**config.mk**
```make
export PLATFORM = sky130hd
export DESIGN_NAME = mul_hilo_ctrl
export DESIGN_NICKNAME = d
export VERILOG_FILES = /design/src/rtl/mul_hilo_ctrl_pkg.sv /design/src/rtl/mul_hilo_ctrl_mul.sv /design/src/rtl/mul_hilo_ctrl.sv
export SDC_FILE = /design/constraint.sdc
export NUM_CORES = 2
export LEC_CHECK = 0
export ABC_CLOCK_PERIOD_IN_PS = 23700
export CAP_MARGIN = 20
export CORE_UTILIZATION = 45
export DETAILED_ROUTE_END_ITERATION = 10
export GPL_ROUTABILITY_DRIVEN = 0
export PLACE_DENSITY = 0.7
export SYNTH_ARGS = -nofsm -noshare
export SYNTH_HDL_FRONTEND = slang
export SYNTH_SLANG_ARGS = --single-unit
export TNS_END_PERCENT = 5
```
**constraint.sdc**
```tcl
create_clock -name clk -period 23.7 [get_ports clk]
set_clock_uncertainty 0.2 [all_clocks]
set_input_delay 3.555 -clock clk [delete_from_list [all_inputs] [get_ports clk]]
set_output_delay 3.555 -clock clk [all_outputs]
set_load 0.02 [all_outputs]
```
**src/rtl/mul_hilo_ctrl_pkg.sv**
```systemverilog
// Shared CPU constants used by the HI/LO multiply sequencer and its multiplier.
package mul_hilo_ctrl_pkg;

  localparam int DATA_W = 32;

  localparam logic ST_IDLE = 1'b0;
  localparam logic ST_BUSY = 1'b1;

endpackage

```
**src/rtl/mul_hilo_ctrl_mul.sv**
```systemverilog
// Combinational 32x32 multiplier MUL; returns the low 64 bits of the
// sign- or zero-extended product.
module MUL
  import mul_hilo_ctrl_pkg::*;
(
  input  logic [DATA_W-1:0]   i_a,
  input  logic [DATA_W-1:0]   i_b,
  input  logic                i_signed,
  output logic [2*DATA_W-1:0] o_product
);

  logic [2*DATA_W-1:0] w_aExt;
  logic [2*DATA_W-1:0] w_bExt;

  // The low 64 bits of a 64x64 product are the same whether the extended
  // operands are viewed as signed or unsigned, so one multiplier serves both.
  assign w_aExt    = i_signed ? {{DATA_W{i_a[DATA_W-1]}}, i_a} : {{DATA_W{1'b0}}, i_a};
  assign w_bExt    = i_signed ? {{DATA_W{i_b[DATA_W-1]}}, i_b} : {{DATA_W{1'b0}}, i_b};
  assign o_product = w_aExt * w_bExt;

endmodule

```
**src/rtl/mul_hilo_ctrl.sv**
```systemverilog
// HI/LO sequencer: latches MULT/MULTU operands, holds them for a fixed
// multicycle window, then writes the product to HI/LO. Also handles MTHI/MTLO.
module mul_hilo_ctrl
  import mul_hilo_ctrl_pkg::*;
#(
  parameter int LATENCY = 4,
  parameter int CNT_W   = 4
)(
  input  logic              clk,
  input  logic              rst,
  input  logic              start,
  input  logic              sign_flag,
  input  logic [DATA_W-1:0] A,
  input  logic [DATA_W-1:0] B,
  input  logic              mthi,
  input  logic              mtlo,
  input  logic [DATA_W-1:0] wdata,
  output logic              busy,
  output logic              done,
  output logic [DATA_W-1:0] hi,
  output logic [DATA_W-1:0] lo
);

  logic                r_state;
  logic [CNT_W-1:0]    r_cnt;
  logic [DATA_W-1:0]   r_a;
  logic [DATA_W-1:0]   r_b;
  logic                r_sign;
  logic [DATA_W-1:0]   r_hi;
  logic [DATA_W-1:0]   r_lo;
  logic                r_done;
  logic [2*DATA_W-1:0] w_product;

  // Fed only from the latched operands so the multiplier sees stable inputs
  // for the whole busy window (multicycle path).
  MUL u_mul (
    .i_a       (r_a),
    .i_b       (r_b),
    .i_signed  (r_sign),
    .o_product (w_product)
  );

  always_ff @(posedge clk) begin
    if (rst) begin
      r_state <= ST_IDLE;
      r_cnt   <= '0;
      r_a     <= '0;
      r_b     <= '0;
      r_sign  <= 1'b0;
      r_hi    <= '0;
      r_lo    <= '0;
      r_done  <= 1'b0;
    end else begin
      r_done <= 1'b0;
      case (r_state)
        ST_IDLE: begin
          // MT writes land first; a simultaneous multiply overwrites them later.
          if (mthi) r_hi <= wdata;
          if (mtlo) r_lo <= wdata;
          if (start) begin
            r_a     <= A;
            r_b     <= B;
            r_sign  <= sign_flag;
            r_cnt   <= CNT_W'(LATENCY - 1);
            r_state <= ST_BUSY;
          end
        end
        default: begin
          if (r_cnt == '0) begin
            r_hi    <= w_product[2*DATA_W-1:DATA_W];
            r_lo    <= w_product[DATA_W-1:0];
            r_done  <= 1'b1;
            r_state <= ST_IDLE;
          end else begin
            r_cnt <= r_cnt - CNT_W'(1);
          end
        end
      endcase
    end
  end

  assign busy = (r_state == ST_BUSY);
  assign done = r_done;
  assign hi   = r_hi;
  assign lo   = r_lo;

endmodule

```
==> results.cfg <==
[outcome]
outcome = finished clean

[synth]
yosys.cell_types.count = 75
yosys_warnings = 0
synthCells = 5763
syn_nets = 7594
seq_area_frac_synth = 0.0508
avgSynthCellArea_um2 = 9.23
yosys_register_bits = 135
synth-edff-count = 0
async_flop_share = 0
mappedNetlistArea_mm2 = 0.0532
synth_ff_type = dfxtp_1

[sta]
rsz0062_at_grt = false
fin_tns_setup_ns = 0
period_share = 0.435
finalSetupViolCount = 0
hold_ws_ns = 0.252
slew_headroom = 0.291
maxSlewViolCount = 0
fmaxAchievable_mhz = 97.0
period_needed_ns = 10.30
final_hold_viol_count = 0
worst_pin_slew_ns = 1.06

[power_and_ir_drop]
p_int_uw = 723
power_switching_share = 0.517
peakVddDrop_uv = 62.0
power_density_mw_per_mm2 = 26.4
seq_power_share = 0.187
p_switching_uw = 775
clockPowerShare = 0.193
power_uw = 1500
power_leakage_uw = 0.0292
power.share.combinational = 0.620

[cells_and_area]
syn_to_final_growth_pct = 6.70
final_nets = 7540
final_cells = 7251
num-fill-cells = 10891
multi_input_area_mm2 = 0.0436
fin_util = 0.487
layout_common_cells = inv_1 (1540), fa_1 (1419), nand2_1 (742)
mostFrequentLayoutCell = inv_1
seq_area_mm2 = 0.00273
drive_above_1_share = 0.0294

[floorplan]
die_h_um = 346
die_x_um = 346
io_pins = 168
fp.coreArea_mm2 = 0.117
die_area_mm2 = 0.120
start_util = 0.456
rows = 125

[cts]
clk_latency_ns = 0.53
cts-root-buf = clkbuf_16
clockBufferDepth = 2
cts_tree = built
htree_levels = 4
clk_pin_slew_ns = 0.09
postCtsSetupBuffers = 0
cts_resized = 0
cts_hold_buf = 0
cts_sinks = 135
numCtsBuffers = 17

[grt]
antenna_found_initial = 12
grt_pass1_vias = 42636
grt_overflow = 0
grt_max_degree = 72
grt_pass1_wl_um = 242000
grtUsageTotal = 0.264

[hold_path]
hold_class = register to register

[place]
io_buffer_count = 167
placed_cells = 7213
hpwl_um = 122000

[setup_path]
crit_slowest_cell = fa_1
max_stage_delay_ns = 0.86
criticalPathCategory = register to register
cpMostUsedCell = fa_1
required_ns = 23.86
crit_path_end_kind = register
arrival_ns = 10.46
crit_path_start_kind = register
worstPathMaxFanout = 24

[route]
dr.pass1.iters = 6
drt_wl_total_um = 151000
wl_per_cell_um = 20.8
ant_nets = 0
drt-vias-per-instance = 5.31
drt-initial-drc-count = 2914
drcViolationCount = 0
routed-via-count = 38487

[run]
maxCapViolations = 0
[per-layer routing]
| metal | GRT usage | share of wire |
|---|---|---|
| met3 | 0.0560 | 0.084 |
| met1 | 0.330 | 0.38 |
| met4 | 0.112 | 0.049 |
| met5 | 0 | 0.00056 |
| met2 | 0.443 | 0.48 |
[registers in the layout, summed over array words and instances (netlist names)]
register / cells
r_cnt: 4
done: 1
hi: 32
r_b: 32
busy: 1
r_sign: 1
r_a: 32
lo: 32
[power by group through the flow]
stage / Combinational, µW / Clock (µW) / Sequential [µW]
final: 928 / 289 / 280
after global routing: 1030 / 302 / 282
after CTS: 924 / 298 / 279
after detailed placement: 919 / 0 / 284
after global placement: 906 / 0 / 284
after floorplan: 603 / 0 / 284
[critical path, delay by kind of cell, from the launching register on]
family                   cells  cell delay [ns]
XOR/XNOR                     6             1.19
flip-flops                   1             0.32
multiplexers                 1             0.40
buffers and inverters        6             1.40
AO/OA/AOI/OAI                3             0.44
adder cells (fa/ha/maj)     10             5.75
AND/OR/NAND/NOR              2             0.41
[stage by stage]
step                setup slack [ns]  area (µm²)
global placement               13.58       56200
detailed placement             13.45       56200
floorplan                      14.56       53200
global route                   12.83       56800
finish                         13.40       56800
CTS                            13.42       56700
[worst paths after layout]
| path | end | from | cells after the start | slack [ns] |
|---|---|---|---|---|
| max | hi[31] | r_sign | 28 | 13.40 |
| min | r_a[19] | r_a[19] | 2 | 0.25 |
| max reg2reg | hi[31] | r_sign | 28 | 13.40 |
| min reg2reg | r_a[19] | r_a[19] | 2 | 0.25 |
[logic make-up (layout without fill, tap and decap cells)]
family	Yosys count	in the layout	synth area share
buffers and inverters	1852	1811	0.131
adders and majority gates	1731	1731	0.607
and+or+nand+nor	1516	1516	0.139
AOI/OAI and AO/OA	402	402	0.0510
DFF	135	135	0.0508
xor gates and xnor gates	118	118	0.0194
muxes	9	9	0.00172
other	0	5	0
[layout make-up]
type / count / area share
multi-input combinational: 3776 / 0.767
inverter: 1540 / 0.102
sequential: 135 / 0.0480
timing repair buffer: 239 / 0.0391
tap: 1524 / 0.0336
clock buffer: 17 / 0.00749
clock inverter: 15 / 0.00269
antenna: 5 / 0.000220
[synth_stat cells, types with 30 or more instances]
| cell | n | area share |
|---|---|---|
| a211oi_1 | 32 | 0.0045 |
| a21o_1 | 51 | 0.0072 |
| a21oi_1 | 151 | 0.014 |
| and2_1 | 567 | 0.067 |
| clkbuf_1 | 274 | 0.019 |
| dfxtp_1 | 135 | 0.051 |
| fa_1 | 1419 | 0.53 |
| ha_1 | 310 | 0.073 |
| inv_1 | 1540 | 0.11 |
| nand2_1 | 744 | 0.052 |
| nor2_1 | 95 | 0.0067 |
| o21ai_0 | 38 | 0.0036 |
| xnor2_1 | 88 | 0.014 |
| xor2_1 | 30 | 0.0049 |
No activity file was read; power rests on OpenSTA's default activity.
